[src/rtl/neuron_pkg.sv]
// Shared types and constants for the neuron MAC sequencer and its datapath.
// Holds the sequencer state encoding and the coefficient-index geometry.
package neuron_pkg;

    localparam int NUM_COEFF = 20;
    localparam int SEL_W     = 5;

    localparam logic [SEL_W-1:0] OFFSET_SEL   = SEL_W'(NUM_COEFF);
    localparam logic [SEL_W-1:0] LAST_ACC_SEL = SEL_W'(NUM_COEFF - 1);

    typedef enum logic [2:0] {
        IDLE,
        LOAD,
        ACCUM,
        OFFSET,
        DONE
    } state_t;

endpackage

[src/rtl/neuron_mac_unit.sv]
// Signed multiply-accumulate datapath with offset add and final ResWidth conversion.
// Latency: product folds into acc each enabled edge; result registers on the offset edge.
// No backpressure: driven purely by the sequencer's clear/acc/offset strobes.
// Build option SATURATE_EN: clamp the final sum instead of wrapping it.
module neuron_mac_unit #(
    parameter int Width    = 4,
    parameter int AccWidth = 2*Width+5,
    parameter int ResWidth = 2*Width
) (
    input  logic                       i_clk,
    input  logic                       i_rst_n,
    input  logic                       i_clr,
    input  logic                       i_acc,
    input  logic                       i_offset,
    input  logic signed [Width-1:0]    i_coeff,
    input  logic signed [Width-1:0]    i_x,
    output logic signed [ResWidth-1:0] o_result
);

    logic signed [AccWidth-1:0]   r_acc;
    logic signed [ResWidth-1:0]   r_result;
    logic signed [2*Width-1:0]    w_prod;
    logic signed [AccWidth-1:0]   w_prod_ext;
    logic signed [AccWidth-1:0]   w_off_ext;
    logic signed [AccWidth-1:0]   w_sum;
    logic signed [ResWidth-1:0]   w_res;

    assign w_prod     = (2*Width)'(i_coeff) * (2*Width)'(i_x);
    assign w_prod_ext = AccWidth'(w_prod);
    assign w_off_ext  = AccWidth'(i_coeff);
    assign w_sum      = r_acc + w_off_ext;

`ifdef SATURATE_EN
    localparam logic signed [AccWidth-1:0] RES_MAX =
        {{(AccWidth-ResWidth+1){1'b0}}, {(ResWidth-1){1'b1}}};
    localparam logic signed [AccWidth-1:0] RES_MIN =
        {{(AccWidth-ResWidth+1){1'b1}}, {(ResWidth-1){1'b0}}};

    always_comb begin
        w_res = w_sum[ResWidth-1:0];
        if (w_sum > RES_MAX) begin
            w_res = RES_MAX[ResWidth-1:0];
        end else if (w_sum < RES_MIN) begin
            w_res = RES_MIN[ResWidth-1:0];
        end
    end
`else
    // Two's-complement wrap: keep only the low ResWidth bits.
    always_comb begin
        w_res = w_sum[ResWidth-1:0];
    end
`endif

    always_ff @(posedge i_clk or negedge i_rst_n) begin
        if (!i_rst_n) begin
            r_acc    <= '0;
            r_result <= '0;
        end else begin
            if (i_clr) begin
                r_acc <= '0;
            end else if (i_acc) begin
                r_acc <= r_acc + w_prod_ext;
            end
            if (i_offset) begin
                r_result <= w_res;
            end
        end
    end

    assign o_result = r_result;

endmodule

[src/rtl/neuron_mac_sequencer.sv]
// Sequences one neuron evaluation: optional bank load, 20 MACs, offset add, Done pulse.
// Latency: Done 23 cycles after Start acceptance with reload, 22 without.
// Start is only taken in IDLE/DONE; Start while Busy is dropped. Option: SATURATE_EN.
module neuron_mac_sequencer
    import neuron_pkg::*;
#(
    parameter int Width    = 4,
    parameter int AccWidth = 2*Width+5,
    parameter int ResWidth = 2*Width
) (
    input  logic                       CLK,
    input  logic                       reset,
    input  logic                       Start,
    input  logic                       ReloadCoeff,
    input  logic signed [Width-1:0]    CoeffIn,
    input  logic signed [Width-1:0]    XIn,
    output logic                       EnableRegisterIn,
    output logic [SEL_W-1:0]           SEL,
    output logic                       Busy,
    output logic                       Done,
    output logic signed [ResWidth-1:0] Result
);

    state_t           r_state;
    state_t           w_next;
    logic [SEL_W-1:0] r_sel;
    logic [SEL_W-1:0] w_sel_nxt;
    logic             w_clr;
    logic             w_acc;
    logic             w_off;

    always_ff @(posedge CLK or negedge reset) begin
        if (!reset) begin
            r_state <= IDLE;
            r_sel   <= '0;
        end else begin
            r_state <= w_next;
            r_sel   <= w_sel_nxt;
        end
    end

    always_comb begin
        w_next    = r_state;
        w_sel_nxt = r_sel;
        w_clr     = 1'b0;
        w_acc     = 1'b0;
        w_off     = 1'b0;
        case (r_state)
            // DONE accepts a new Start exactly like IDLE for back-to-back runs.
            IDLE, DONE: begin
                w_sel_nxt = '0;
                if (Start) begin
                    w_clr  = 1'b1;
                    w_next = ReloadCoeff ? LOAD : ACCUM;
                end else begin
                    w_next = IDLE;
                end
            end
            LOAD: begin
                w_sel_nxt = '0;
                w_next    = ACCUM;
            end
            ACCUM: begin
                w_acc = 1'b1;
                if (r_sel == LAST_ACC_SEL) begin
                    w_sel_nxt = OFFSET_SEL;
                    w_next    = OFFSET;
                end else begin
                    w_sel_nxt = r_sel + SEL_W'(1);
                end
            end
            OFFSET: begin
                w_off     = 1'b1;
                w_sel_nxt = '0;
                w_next    = DONE;
            end
            default: begin
                w_sel_nxt = '0;
                w_next    = IDLE;
            end
        endcase
    end

    assign SEL              = r_sel;
    assign EnableRegisterIn = (r_state == LOAD);
    assign Busy             = (r_state == LOAD) || (r_state == ACCUM) || (r_state == OFFSET);
    assign Done             = (r_state == DONE);

    neuron_mac_unit #(
        .Width    (Width),
        .AccWidth (AccWidth),
        .ResWidth (ResWidth)
    ) u_mac (
        .i_clk    (CLK),
        .i_rst_n  (reset),
        .i_clr    (w_clr),
        .i_acc    (w_acc),
        .i_offset (w_off),
        .i_coeff  (CoeffIn),
        .i_x      (XIn),
        .o_result (Result)
    );

endmodule

[config.mk]
export PLATFORM = sky130hd
export DESIGN_NAME = neuron_mac_sequencer
export DESIGN_NICKNAME = d
export VERILOG_FILES = /design/src/rtl/neuron_pkg.sv /design/src/rtl/neuron_mac_unit.sv /design/src/rtl/neuron_mac_sequencer.sv
export SDC_FILE = /design/constraint.sdc
export NUM_CORES = 1
export LEC_CHECK = 0
export CAP_MARGIN = 20
export CORE_MARGIN = 2
export CORE_UTILIZATION = 50
export DETAILED_ROUTE_END_ITERATION = 8
export PLACE_DENSITY = 0.76
export SLEW_MARGIN = 20
export SYNTH_ARGS = -nofsm -noshare
export SYNTH_HDL_FRONTEND = slang
export SYNTH_SLANG_ARGS = --single-unit
[constraint.sdc]
create_clock -name CLK -period 3.4 [get_ports CLK]
set_input_delay 0.68 -clock CLK [delete_from_list [all_inputs] [get_ports CLK]]
set_output_delay 0.68 -clock CLK [all_outputs]
set_load 0.01 [all_outputs]
==> metrics.md <==
| Metric | Value |
|---|---|
| Final min period | `~3.4 ns` |
| Clk pwr share | `roughly 8.4%` |
| CP Data Arrival Time | `3.57 ns` |
| Vias post-DR | `~1700` |
| WS Path Type | `in2reg` |
| Primary FF master, synth | `dfrtp_1` |
| Hpwl dp | `between 3000 and 4000 um` |
| Slew Viols, Final | `0` |
| Register area share after synthesis | `between 20 and 30%` |
| Post-synth EDFFs | `0` |
| Starting Density | `between 50 and 60%` |
| Top cell by count, worst path | `fa_1` |
| # IOs | `28` |
| Post-synth ARST share | `between 90% and 100%` |
| Net Sw Frac | `41.2%` |
| WL final | `4180 um` |
| Mapped Cells | `approximately 220` |
| Htree depth | `1` |
| Critical-path cell list | `buf_6 > and2_4 > fa_1 > inv_2 > fa_1 > fa_1 > inv_2 > ha_4 > a211oi_4 > o21bai_1 > a21oi_2 > xnor2_1 > a22o_1` |
| Fmax | `293 MHz` |
| Nets | `320` |
| Placer Congestion | `0.887` |
| # diodes | `0` |
| Min Hold Slack | `around 0.48 ns` |
| Number of port buffers | `27` |
| Remaining DRCs | `0` |
| Synth area leaders | `dfrtp_1, fa_1, ha_1` |
| Share of cells above drive strength 1 | `around a quarter` |
| Number of vias per cell | `about 5.3` |
| Initial detailed-routing violation count | `66` |
| Syn avg cell area | `a little under 10 um2` |
| #FFs+latches synth | `24` |
| Initial antenna violation count | `0` |
| # clock sinks | `24` |
| Largest net degree at the start of global routing | `25` |
| Filler cell count | `around 340` |
| CTS Buf Count | `3` |
| Count of cell types in the netlist | `39` |
| Syn Nets | `between 200 and 300` |
| Remaining global-route overflow | `0` |
| Global-route wire length before repair | `7490 um` |
| Area of the mapped netlist | `2100 um2` |
| Syn-to-layout area delta | `29.7%` |
| Buf/Inv on CP | `3` |
| Die Width | `between 60 and 70 um` |
| ANT nets after route | `0` |
| Final setup fails | `1` |
| Final Util | `around two thirds` |
| Clk slew on worst S/H paths | `~0.09 ns` |
| Max incr delay on CP | `0.55 ns` |
| Setup_tns | `-0.0154 ns` |
| Final worst slack | `-0.0154 ns` |
| Switch Pwr | `approximately 0.95 mW` |
| CTS tree | `built` |
| Hold WC Path Type | `reg2reg` |
| Crit path required time | `3.56 ns` |
| PwrDens | `846 nW/um2` |
| Synth Warn # | `0` |
| Pre-CTS setup slack | `-0.755 ns` |
| Die Span Y | `68.9 um` |
| Slew HR | `between 50% and 60%` |
| CTS root buf | `clkbuf_8` |
| Vias in the first global route | `about 1700` |
| Placed insts | `just over 300` |
| Clk buf depth | `2` |
| Fin crit share | `100%` |
| Crit path launch type | `primary input` |
| Element type at the critical path end | `flop` |
| Non-filler cells, final | `between 300 and 400` |
| Unrepaired setup endpoints after global routing | `yes` |
| Die area | `4740 um2` |
| Slowest-stage cell, CP | `fa_1` |
| Crit Path Max Fanout | `2` |
| Comb power frac | `approximately 70%` |
| Router iterations before antenna repair | `4` |
| CP delay by family, top | `adder cells` |
| Worst Tran Pin Value | `just over 0.7 ns` |
| Failing checks | `setup timing` |
| Core ar. | `~4000 um2` |
| Synth area leader | `dfrtp_1` |
| Int Power | `1.36 mW` |
| GRT Util Overall | `20.8%` |
| Max-Cap Viols | `0` |
| Outcome | `complete, but fails checks` |
| LEAKAGE | `about 1.3 nW` |
| Final Skew | `~0.0098 ns` |
| Post-synth top area share | `28.6%` |
| Fin. Hold Viols | `0` |
| Maximum VDD drop | `approximately 570 uV` |
| DR WL/cell | `13.1 um` |
| Sequential Power Share | `21.7%` |
| Clock latency at the later pin of the worst-skew pair | `~0.27 ns` |
| Row cnt | `23` |
final cells by class:
| cell class | instances | area [um2] | share of cell area [%] |
|---|---|---|---|
| Multi-Input combinational cell | 158 | 1460 | 53.6 |
| Sequential cell | 24 | 601 | 22.0 |
| Timing Repair Buffer | 50 | 428 | 15.7 |
| Inverter | 32 | 120 | 4.40 |
| Tap cell | 50 | 62.6 | 2.29 |
| Clock buffer | 4 | 55.1 | 2.02 |
what timing repair did:
item / 4_1_cts / 5_1_grt
buffers inserted: 2 / 3
resized for setup: 47 / 9
hold buffers: 0 / 0
setup endpoints to repair: 5 / 2
cloned: 0 / 0
pin swaps: 16 / 18
placed cells by master, fill, tap and decap left out, types with 4 or more instances in the layout:
cell type,synthesis,layout
inv_1,32,27
dfrtp_1,24,24
buf_4,0,24
ha_1,24,19
clkdlybuf4s50_1,0,19
nand2_1,19,17
fa_1,15,14
xnor2_1,10,10
and2_1,10,9
nor2_1,9,9
o21ai_0,9,7
nor3b_1,5,5
inv_2,0,5
a21oi_1,7,5
nand3_1,4,4
xor2_1,4,4
a21o_1,4,4
a211oi_1,4,4
a22o_1,4,4
ha_4,0,4
clkbuf_8,0,4
buf_2,3,4
logic make-up after synthesis:
| kind of cell | synth area share [%] |
|---|---|
| DFF | 28.6 |
| and+or+nand+nor | 17.5 |
| AOI/OAI and AO/OA | 11.6 |
| muxes | 0.535 |
| xor gates and xnor gates | 6.60 |
| adders and majority gates | 28.6 |
| buffers and inverters | 6.60 |
power by group through the flow:
| stage | Combinational (mW) | Sequential (mW) | Clock [mW] |
|---|---|---|---|
| floorplan | 1.01 | 0.512 | 0 |
| global placement | 1.47 | 0.504 | 0 |
| detailed placement | 1.51 | 0.506 | 0 |
| CTS | 1.54 | 0.502 | 0.200 |
| global route | 1.83 | 0.522 | 0.212 |
| finish | 1.61 | 0.501 | 0.194 |
layer usage:
metal / vias up / GRT usage (%) / wire length (um)
met1: 823 / 27.8 / 1960
met4: 0 / 5.64 / 39
met3: 6 / 3.90 / 101
li1: 821 / - / -
met5: - / 0 / 0
met2: 21 / 34.7 / 2080
stage by stage:
step	total power [mW]	instance area (um2)
final	2.31	2730
after global routing	2.56	2730
after CTS	2.24	2680
after detailed placement	2.01	2600
after global placement	1.97	2600
after floorplan	1.52	2150
sequential cells by signal, indices dropped and copies added, names as in the netlist:
name / count
u_mac.o_result: 8
u_mac.r_acc: 8
r_state: 3
SEL: 5
cells in the mapped netlist, types with 2 or more instances:
library cell  number
a211oi_1           4
a21o_1             4
a21oi_1            7
a22o_1             4
and2_1            10
and2_2             2
buf_2              3
dfrtp_1           24
fa_1              15
ha_1              24
inv_1             32
nand2_1           19
nand2b_1           3
nand3_1            4
nor2_1             9
nor2b_1            3
nor3_1             3
nor3b_1            5
nor4b_1            2
o21ai_0            9
or4_1              2
xnor2_1           10
xor2_1             4
final timing paths:
kind	start	to	slack [ns]	cells past startpoint
min in group asynchronous	reset	u_mac.o_result[1]	0.76	2
hold reg to reg	u_mac.o_result[2]	u_mac.o_result[2]	0.48	2
setup reg to reg	u_mac.r_acc[3]	u_mac.r_acc[7]	0.24	11
max in group asynchronous	reset	SEL[4]	2.39	2
hold / removal	u_mac.o_result[2]	u_mac.o_result[2]	0.48	2
setup / recovery	XIn[0]	u_mac.r_acc[7]	-0.02	13
worst reg2reg max path, delay by kind of cell, from the launching register on:
kind,cells,cell delay [ns]
xor+xnor,1,0.08
fa+ha+maj,4,1.70
flops,1,0.44
compound gates,4,0.71
buf+inv,2,0.10
Note: power is estimated with default switching activity, not from simulation.
